File: config.mk
export PLATFORM = sky130hd
export DESIGN_NAME = mem_access_unit
export DESIGN_NICKNAME = d
export VERILOG_FILES = /design/src/rtl/core_pkg.sv /design/src/rtl/store_fwd_buffer.sv /design/src/rtl/mem_access_unit.sv
export SDC_FILE = /design/constraint.sdc
export NUM_CORES = 1
export LEC_CHECK = 0
export ABC_AREA = 1
export CAP_MARGIN = 25
export CORE_MARGIN = 2
export CORE_UTILIZATION = 46
export CTS_BUF_LIST = sky130_fd_sc_hd__clkbuf_2 sky130_fd_sc_hd__clkbuf_4 sky130_fd_sc_hd__clkbuf_8
export CTS_CLUSTER_DIAMETER = 30
export CTS_CLUSTER_SIZE = 8
export DETAILED_ROUTE_END_ITERATION = 10
export PLACE_DENSITY_LB_ADDON = 0.1
export SYNTH_ARGS = -nofsm -noshare
export SYNTH_HDL_FRONTEND = slang
export SYNTH_SLANG_ARGS = --single-unit
File: constraint.sdc
create_clock -name clk -period 2.25 [get_ports clk]
set_input_delay 0.3375 -clock clk [delete_from_list [all_inputs] [get_ports clk]]
set_output_delay 0.3375 -clock clk [all_outputs]
set_load 0.01 [all_outputs]
File: src/rtl/core_pkg.sv
// Shared core definitions: memory instruction IDs, memory-stage FSM states and
// the load lane-extract / extension helpers used by the access unit and its store buffer.
package core_pkg;

    localparam logic [5:0] ID_LB  = 6'h10;
    localparam logic [5:0] ID_LH  = 6'h11;
    localparam logic [5:0] ID_LW  = 6'h12;
    localparam logic [5:0] ID_LBU = 6'h13;
    localparam logic [5:0] ID_LHU = 6'h14;
    localparam logic [5:0] ID_SB  = 6'h18;
    localparam logic [5:0] ID_SH  = 6'h19;
    localparam logic [5:0] ID_SW  = 6'h1A;

    typedef enum logic [1:0] {
        ST_IDLE = 2'd0,
        ST_BUSY = 2'd1,
        ST_DONE = 2'd2
    } mem_state_t;

    typedef enum logic [1:0] {
        SZ_BYTE = 2'd0,
        SZ_HALF = 2'd1,
        SZ_WORD = 2'd2
    } mem_size_t;

    function automatic logic [31:0] load_extend(input logic [31:0] word,
                                                input logic [1:0]  addr_lo,
                                                input mem_size_t   size,
                                                input logic        is_signed);
        logic [7:0]  b;
        logic [15:0] h;
        logic [31:0] shifted;
        shifted = word >> {addr_lo, 3'b000};
        b = shifted[7:0];
        h = addr_lo[1] ? word[31:16] : word[15:0];
        case (size)
            SZ_BYTE: load_extend = {{24{is_signed & b[7]}}, b};
            SZ_HALF: load_extend = {{16{is_signed & h[15]}}, h};
            default: load_extend = word;
        endcase
    endfunction

    function automatic logic [3:0] byte_mask(input mem_size_t size, input logic [1:0] addr_lo);
        case (size)
            SZ_BYTE: byte_mask = 4'b0001 << addr_lo;
            SZ_HALF: byte_mask = 4'b0011 << addr_lo;
            default: byte_mask = 4'b1111;
        endcase
    endfunction

endpackage

File: src/rtl/store_fwd_buffer.sv
// One-entry last-store buffer: holds the most recent completed store and
// forwards an extended value to a load whose bytes it fully covers.
module store_fwd_buffer
    import core_pkg::*;
#(
    parameter int ADDR_W = 32
) (
    input  logic              clk,
    input  logic              rst,
    input  logic              wr_en,
    input  logic [ADDR_W-1:0] wr_addr,
    input  logic [31:0]       wr_data,
    input  logic [3:0]        wr_strb,
    input  logic [ADDR_W-1:0] lookup_addr,
    input  logic [3:0]        lookup_mask,
    input  logic [1:0]        lookup_lo,
    input  mem_size_t         lookup_size,
    input  logic              lookup_sign,
    output logic              hit,
    output logic [31:0]       fwd_data
);

    logic              buf_vld;
    logic [ADDR_W-1:0] buf_addr;
    logic [31:0]       buf_data;
    logic [3:0]        buf_strb;

    always_ff @(posedge clk) begin
        if (rst) begin
            buf_vld <= 1'b0;
        end else if (wr_en) begin
            buf_vld <= 1'b1;
        end
    end

    // Payload carries no reset: it is only ever consumed behind buf_vld.
    always_ff @(posedge clk) begin
        if (wr_en) begin
            buf_addr <= wr_addr;
            buf_data <= wr_data;
            buf_strb <= wr_strb;
        end
    end

    // Store data is lane-replicated, so the load's own lane reads the stored bytes.
    assign hit      = buf_vld && (buf_addr == lookup_addr) && ((lookup_mask & ~buf_strb) == 4'b0000);
    assign fwd_data = load_extend(buf_data, lookup_lo, lookup_size, lookup_sign);

endmodule

File: src/rtl/mem_access_unit.sv
// Memory-stage access unit: issues word-aligned data-memory requests, stalls the
// front of the pipeline while busy, and forwards fully covered loads from the last store.
module mem_access_unit
    import core_pkg::*;
#(
    parameter int ADDR_W = 32
) (
    input  logic              clk,
    input  logic              rst,
    input  logic              op_valid_in,
    input  logic [5:0]        instr_id_in,
    input  logic [ADDR_W-1:0] mem_addr_in,
    input  logic [31:0]       store_value_in,
    output logic              dmem_req,
    output logic              dmem_we,
    output logic [ADDR_W-1:0] dmem_addr,
    output logic [3:0]        dmem_wstrb,
    output logic [31:0]       dmem_wdata,
    input  logic              dmem_ready,
    input  logic [31:0]       dmem_rdata,
    output logic              stall_out,
    output logic              load_valid_out,
    output logic [31:0]       load_data_out,
    output logic              misaligned_out,
    output logic              store_load_hazard,
    output logic [31:0]       store_data
);

    mem_state_t state, state_next;

    logic              is_load, is_store, is_sign, mis, go, fwd_take, fwd_hit;
    mem_size_t         size;
    logic [ADDR_W-1:0] word_addr;
    logic [3:0]        mask;
    logic [31:0]       wdata_new, fwd_data;

    logic              req_we, req_sign, req_is_load, fwd_flag;
    logic [ADDR_W-1:0] req_addr;
    logic [3:0]        req_wstrb;
    logic [31:0]       req_wdata, result;
    logic [1:0]        req_lo;
    mem_size_t         req_size;

    always_comb begin
        is_load  = 1'b0;
        is_store = 1'b0;
        is_sign  = 1'b0;
        size     = SZ_WORD;
        case (instr_id_in)
            ID_LB:  begin is_load = 1'b1;  size = SZ_BYTE; is_sign = 1'b1; end
            ID_LH:  begin is_load = 1'b1;  size = SZ_HALF; is_sign = 1'b1; end
            ID_LW:  begin is_load = 1'b1;  size = SZ_WORD; end
            ID_LBU: begin is_load = 1'b1;  size = SZ_BYTE; end
            ID_LHU: begin is_load = 1'b1;  size = SZ_HALF; end
            ID_SB:  begin is_store = 1'b1; size = SZ_BYTE; end
            ID_SH:  begin is_store = 1'b1; size = SZ_HALF; end
            ID_SW:  begin is_store = 1'b1; size = SZ_WORD; end
            default: ;
        endcase
    end

    assign mis       = (is_load || is_store) &&
                       (((size == SZ_HALF) && mem_addr_in[0]) ||
                        ((size == SZ_WORD) && (mem_addr_in[1:0] != 2'b00)));
    assign go        = op_valid_in && (is_load || is_store) && !mis;
    assign word_addr = {mem_addr_in[ADDR_W-1:2], 2'b00};
    assign mask      = byte_mask(size, mem_addr_in[1:0]);
    assign fwd_take  = go && is_load && fwd_hit;

    always_comb begin
        case (size)
            SZ_BYTE: wdata_new = {4{store_value_in[7:0]}};
            SZ_HALF: wdata_new = {2{store_value_in[15:0]}};
            default: wdata_new = store_value_in;
        endcase
    end

    store_fwd_buffer #(.ADDR_W(ADDR_W)) u_store_fwd_buffer (
        .clk         (clk),
        .rst         (rst),
        .wr_en       ((state == ST_BUSY) && dmem_ready && req_we),
        .wr_addr     (req_addr),
        .wr_data     (req_wdata),
        .wr_strb     (req_wstrb),
        .lookup_addr (word_addr),
        .lookup_mask (mask),
        .lookup_lo   (mem_addr_in[1:0]),
        .lookup_size (size),
        .lookup_sign (is_sign),
        .hit         (fwd_hit),
        .fwd_data    (fwd_data)
    );

    always_ff @(posedge clk) begin
        if (rst) state <= ST_IDLE;
        else     state <= state_next;
    end

    // DONE always returns to IDLE so a still-held EX_MEM op cannot retrigger.
    always_comb begin
        state_next = state;
        case (state)
            ST_IDLE: if (go) state_next = fwd_take ? ST_DONE : ST_BUSY;
            ST_BUSY: if (dmem_ready) state_next = ST_DONE;
            default: state_next = ST_IDLE;
        endcase
    end

    always_ff @(posedge clk) begin
        if (rst) begin
            req_we      <= 1'b0;
            req_sign    <= 1'b0;
            req_is_load <= 1'b0;
            fwd_flag    <= 1'b0;
            req_addr    <= '0;
            req_wstrb   <= 4'b0000;
            req_wdata   <= 32'h0;
            req_lo      <= 2'b00;
            req_size    <= SZ_WORD;
            result      <= 32'h0;
        end else if (state == ST_IDLE) begin
            if (go) begin
                req_we      <= is_store;
                req_sign    <= is_sign;
                req_is_load <= is_load;
                fwd_flag    <= fwd_take;
                req_addr    <= word_addr;
                req_wstrb   <= is_store ? mask : 4'b0000;
                req_wdata   <= is_store ? wdata_new : 32'h0;
                req_lo      <= mem_addr_in[1:0];
                req_size    <= size;
                if (fwd_take) result <= fwd_data;
            end
        end else if (state == ST_BUSY) begin
            if (dmem_ready && req_is_load)
                result <= load_extend(dmem_rdata, req_lo, req_size, req_sign);
        end
    end

    assign dmem_req          = (state == ST_BUSY);
    assign dmem_we           = dmem_req && req_we;
    assign dmem_wstrb        = dmem_req ? req_wstrb : 4'b0000;
    assign dmem_addr         = req_addr;
    assign dmem_wdata        = req_wdata;
    assign stall_out         = ((state == ST_IDLE) && go) || (state == ST_BUSY);
    assign misaligned_out    = (state == ST_IDLE) && op_valid_in && mis;
    assign load_valid_out    = (state == ST_DONE) && req_is_load;
    assign load_data_out     = result;
    assign store_load_hazard = (state == ST_DONE) && fwd_flag;
    assign store_data        = store_load_hazard ? result : 32'h0;

endmodule

======== Word-level counts from Yosys, hierarchy flattened ========
Index checks and enable logic that the tools add are counted.
Widths: inputs -> output; s select.
word-level totals
  bits of input ports ..................... 106
  register bits after elaboration ......... 175
cells by class
  reduce and logical (&&, ||, !) cells .... 37
  mux-type cells .......................... 23
  shift-type cells ........................ 4
  bitwise operators ....................... 6
  eq/ne operators ......................... 17
operators with widths
  cell                number
  $mux 32             7
  $pmux 32 s2         3
  $shr 32x5->8        2
  $eq 6x5->1 const B  8
  $mux 16             2
  $eq 30x30->1        1
  $logic_and 1x1->1   18
  $reduce_or 3->1     3
  $mux 4              2
  $pmux 2 s2          2
  $pmux 4 s2          1
  $eq 2x1->1 const B  3
  $logic_not 2->1     3
  $mux 2              3
  $reduce_bool 2->1   3
  $reduce_or 5->1     1
  $and 1x1->1         4
  $and 4x4->4         1
  $eq 2x2->1 const B  2
  $logic_not 4->1     1
  $ne 2x2->1 const B  2
  $not 4->4           1
  $reduce_and 2->1    2
  $reduce_and 4->1    1
  7 further kinds     11

======== Logic depth before layout (Yosys ltp) ========
  depth after elaboration ................. 14
  mapped depth ............................ 17

======== Hierarchy ========
From an unflattened synthesis, not the netlist that was laid out.
second synthesis, totals
  cell total of the unflattened synthesis .. 1259
  area, all modules ....................... 9127.5 um^2
modules (own cells, without submodules)
  module            area an instance (um^2)  seq. area each (um^2)  instances  cells each
  mem_access_unit   5785.5                   2162.1                 1          918
  store_fwd_buffer  3342.0                   2062.0                 1          341

======== Worst setup path after synthesis ========
Ideal clock, no wire load.
  path type ............................... register to register
  from .................................... register state[0]
  to ...................................... register u_store_fwd_buffer.buf_addr[10] (enable)
  arrival ................................. 2.370 ns
  required time ........................... 1.830 ns
  library setup time ...................... 0.420 ns
  stages on the path, launching flop included .. 7
  setup slack ............................. -0.540 ns
  cell sequence ........................... dfxtp_1 -> inv_1 -> nor2_1 -> inv_1 -> nor2_1 -> nand2_1 -> inv_1
between the ends
  longest elaborated chain between the ends .. 3
ends and longest elaborated chain
  element                             RTL line                text
  start: declaration                  mem_access_unit.sv:29   mem_state_t state, state_next;
  start signal: assignment            mem_access_unit.sv:96   else state <= state_next;
  $eq 2x1->1                          --
  named net dmem_req                  mem_access_unit.sv:14   output logic dmem_req,
  $logic_and 1x1->1 (2 in series)     mem_access_unit.sv:81   .wr_en ((state == ST_BUSY) && dmem_ready && req_we),
  named net u_store_fwd_buffer.wr_en  store_fwd_buffer.sv:10  input logic wr_en,
  end signal: assignment              store_fwd_buffer.sv:39  buf_addr <= wr_addr;
  end: declaration                    store_fwd_buffer.sv:24  logic [ADDR_W-1:0] buf_addr;
The timed path passes the listed nets, and every way through them passes these cells.
A chain may end at the register's enable or synchronous reset.

======== Final worst setup path ========
  from .................................... register state[0]
  to ...................................... output store_data[23]
between the ends
  longest elaborated chain between the ends .. 3
ends and longest elaborated chain
  element            RTL line                text
  $eq 2x2->1         mem_access_unit.sv:149  assign store_load_hazard = (state == ST_DONE) && fwd_flag;
  $logic_and 1x1->1  mem_access_unit.sv:149
  $mux 32            mem_access_unit.sv:150  assign store_data = store_load_hazard ? result : 32'h0;
  end: declaration   mem_access_unit.sv:26   output logic [31:0] store_data
No other way between the ends.

==> flow_metrics.env <==
export IMPL_diodes=0
export IMPL_maxSlewHeadroom_pct=65.1
export IMPL_drtIter0Drc=564
export IMPL_worst_r2r_startpoint="req_size[1]$_SDFFE_PP1P_"
export IMPL_top_usage_layer="met2"
export IMPL_critPathCaptureType="output port"
export IMPL_viasPerCell=4.95
export IMPL_postSynthAreaPerCell_um2=7.46
export IMPL_clk_pin_slew_ns=0.09
export IMPL_grt_pass1_wl_um=41300
export IMPL_hold_class="reg -> reg"
export IMPL_critPathMaxFanout=33
export IMPL_use_met2_pct=38.6
export IMPL_overflow=0
export IMPL_cts_buffers=17
export IMPL_globalplace_congestion=0.924
export IMPL_fin_area_um2=12800
export IMPL_io_buffers=241
export IMPL_finalHoldViolCount=0
export IMPL_worst_pin_slew_ns=0.510
export IMPL_io_pins=244
export IMPL_final_nets=1608
export IMPL_layout_drive_gt1_share_pct=13.6
export IMPL_use_met1_pct=36.9
export IMPL_hold_depth=0
export IMPL_wire_per_inst_um=15.0
export IMPL_synth_cell_area_um2=9080
export IMPL_cts_root_buf="clkbuf_8"
export IMPL_start_kind="register"
export IMPL_synth_warnings=0
export IMPL_die_area_um2=20900
export IMPL_worstPathRequired_ns=1.91
export IMPL_die_y_um=144
export IMPL_fin_setup_tns_ns=0
export IMPL_final_min_clock_period_ns=2.17
export IMPL_drcViolationCount=0
export IMPL_area_delta_synth_final_pct=40.8
export IMPL_cts_buffer_depth=2
export IMPL_min_to="u_store_fwd_buffer.buf_addr[25]$_DFFE_PP_"
export IMPL_fin_util_pct=65.9
export IMPL_cellLeakagePower_nw=5.64
export IMPL_min_period_over_period_pct=96.4
export IMPL_skew_ns=0.0164
export IMPL_power_per_cell_area_nw_per_um2=495
export IMPL_cp_cell_sequence="inv_1 > nand3_1 > buf_6 > nor2_1 > clkdlybuf4s50_1"
export IMPL_yosysSeqAreaShare_pct=45.9
export IMPL_max_stage_delay_ns=0.54
export IMPL_grt_pass1_vias=7904
export IMPL_core_um2=19400
export IMPL_placement_rows=51
export IMPL_met3_usage_pct=5.36
export IMPL_holdWs_ns=0.461
export IMPL_cts_hold_buf=0
export IMPL_reg2reg_to="load_data_out[5]$_SDFFE_PP0P_"
export IMPL_total_power_mw=6.33
export IMPL_grt_usage_pct=25.3
export IMPL_clkSinkCount=175
export IMPL_status="complete, no violations"
export IMPL_path_class="reg -> out"
export IMPL_initial_core_util_pct=46.8
export IMPL_clock_latency_ns=0.47
export IMPL_final_setup_viol_count=0
export IMPL_ant_nets=0
export IMPL_drv_slew=0
export IMPL_antenna_found_initial=0
export IMPL_rrSetupSlack_ns=0.20
export IMPL_peakVddDrop_v=0.000395
export IMPL_multi_input_area_um2=4100
export IMPL_tritoncts="done"
export IMPL_ff_latch_area_um2=4170
export IMPL_cp_slowest_cell="clkdlybuf4s50_1"
export IMPL_grt_max_degree=55
export IMPL_r2r_worst_path_cells=8
export IMPL_synthCells=1216
export IMPL_dr_pass1_iters=5
export IMPL_rsz0062_at_grt="true"
export IMPL_cp_arrival_ns=1.83
export IMPL_die_width_um=144
export IMPL_maxCapViolations=0
export IMPL_timing_fmax_mhz=461
export IMPL_vias=8807
export IMPL_placed_area_um2=12200
export IMPL_ys_ff_latch=175
export IMPL_place_detailed_hpwl_um=19700
export IMPL_synth_cell_types=46
export IMPL_fillers=1750
export IMPL_wl_um=26700
export IMPL_hp_start="dmem_addr[25]$_SDFFE_PP0P_"
export IMPL_cts_max_level=4
## layout make-up
cell class                 instances  share of cell area, %
sequential                       175                   32.6
multi-input combinational        838                   32.1
timing repair buffer             337                   25.6
inverter                         133                   3.97
tap                              265                   2.59
clock buffer                      18                   1.94
clock inverter                    14                   1.18
## Yosys cell counts, drive strengths merged
| master | instances | area (um2) |
|---|---|---|
| nand2 | 333 | 1310 |
| nor2 | 162 | 663 |
| inv | 133 | 504 |
| a21oi | 122 | 678 |
| dfxtp | 109 | 2180 |
| o21ai | 84 | 424 |
| edfxtp | 66 | 1980 |
| nand3 | 50 | 283 |
| clkbuf | 39 | 146 |
| buf | 32 | 230 |
| o22ai | 16 | 100 |
| o211ai | 14 | 119 |
| or2 | 8 | 50.1 |
| a22oi | 7 | 52.6 |
| xnor2 | 7 | 61.3 |
| mux2i | 5 | 50.1 |
| o221a | 5 | 56.3 |
| o221ai | 5 | 43.8 |
| o31ai | 4 | 30.0 |
| nand4 | 3 | 18.8 |
| xor2 | 3 | 26.3 |
| o32ai | 2 | 17.5 |
| a2111oi | 1 | 8.76 |
| a211oi | 1 | 7.51 |
| a31oi | 1 | 6.26 |
| a32oi | 1 | 8.76 |
| and2 | 1 | 6.26 |
| conb | 1 | 3.75 |
| nor3 | 1 | 10.0 |
## critical path, delay by kind of cell, from the launching register on
kind / cells / cell delay, ns
and+or+nand+nor: 2 / 0.20
buffers and inverters: 3 / 0.83
DFF: 1 / 0.33
## timing repair
item | 4_1_cts | 5_1_grt
buffers inserted | 1 | 2
resized for setup | 14 | 47
endpoints found under the hold margin | 0 | 0
pin swaps | 1 | 4
endpoints found under the setup margin | 12 | 101
## cell usage in the layout, fill, tap and decap left out, types with 4 or more instances in the layout
| cell | n |
|---|---|
| nand2_1 | 324 |
| clkdlybuf4s50_1 | 204 |
| nor2_1 | 146 |
| inv_1 | 123 |
| dfxtp_1 | 108 |
| a21oi_1 | 104 |
| buf_4 | 90 |
| o21ai_0 | 83 |
| edfxtp_1 | 66 |
| nand3_1 | 44 |
| dlymetal6s2s_1 | 31 |
| a21oi_2 | 18 |
| clkbuf_8 | 18 |
| o22ai_1 | 16 |
| o211ai_1 | 13 |
| nor2_2 | 9 |
| inv_2 | 8 |
| or2_2 | 8 |
| xnor2_1 | 7 |
| a22oi_1 | 7 |
| buf_12 | 6 |
| nor2_4 | 5 |
| o221a_2 | 5 |
| o221ai_1 | 5 |
| mux2i_1 | 5 |
| clkinv_4 | 5 |
| nand2_2 | 4 |
| nand3_2 | 4 |
| inv_6 | 4 |
| o31ai_1 | 4 |
| dlygate4sd2_1 | 4 |
## routing by layer
metal,vias up,part of all wire [%]
met3,21,7.5
met5,-,0
met2,324,44
li1,4514,-
met1,3948,47
met4,0,0.89
## sequential cells by signal, summed over array words and instances, names as in the netlist
signal and cells:
req_lo 2, fwd_flag 1, u_store_fwd_buffer.buf_data 32, req_wstrb 4
u_store_fwd_buffer.buf_vld 1, state 2, u_store_fwd_buffer.buf_strb 4, req_is_load 1
req_size 2, req_we 1, req_sign 1, dmem_addr 30
dmem_wdata 32, u_store_fwd_buffer.buf_addr 30, load_data_out 32
## worst max path at each step
stage	start	to	cells after the start
global route	state[0]$_SDFFE_PP0P_	store_data[11]	5
detailed placement	instr_id_in[1]	load_data_out[18]$_SDFFE_PP0P_	16
global placement	instr_id_in[1]	load_data_out[18]$_SDFFE_PP0P_	16
floorplan	state[0]$_SDFFE_PP0P_	u_store_fwd_buffer.buf_addr[10]$_DFFE_PP_	6
CTS	instr_id_in[5]	stall_out	13
finish	state[0]$_SDFFE_PP0P_	store_data[23]	5
## logic make-up after synthesis
logic type / count (synthesis) / synth area share, %
compound gates: 263 / 17.1
xor+xnor: 10 / 0.965
buf+inv: 204 / 9.70
flops: 175 / 45.9
mux: 5 / 0.551
other cells: 1 / 0.0413
simple gates: 558 / 25.8
## where the power goes
| part | switching (mW) | total [mW] | internal, mW |
|---|---|---|---|
| clock network | 1.27 | 2.22 | 0.945 |
| registers | 0.0200 | 3.31 | 3.29 |
| logic | 0.406 | 0.802 | 0.396 |
## metrics by stage
stage,worst slack (ns),instances
global placement,-0.434,1745
global route,-0.0128,1780
CTS,-0.0176,1778
detailed placement,-0.458,1745
finish,0.0805,1780
floorplan,0.0271,1217
No activity file was read; power rests on OpenSTA's default activity.
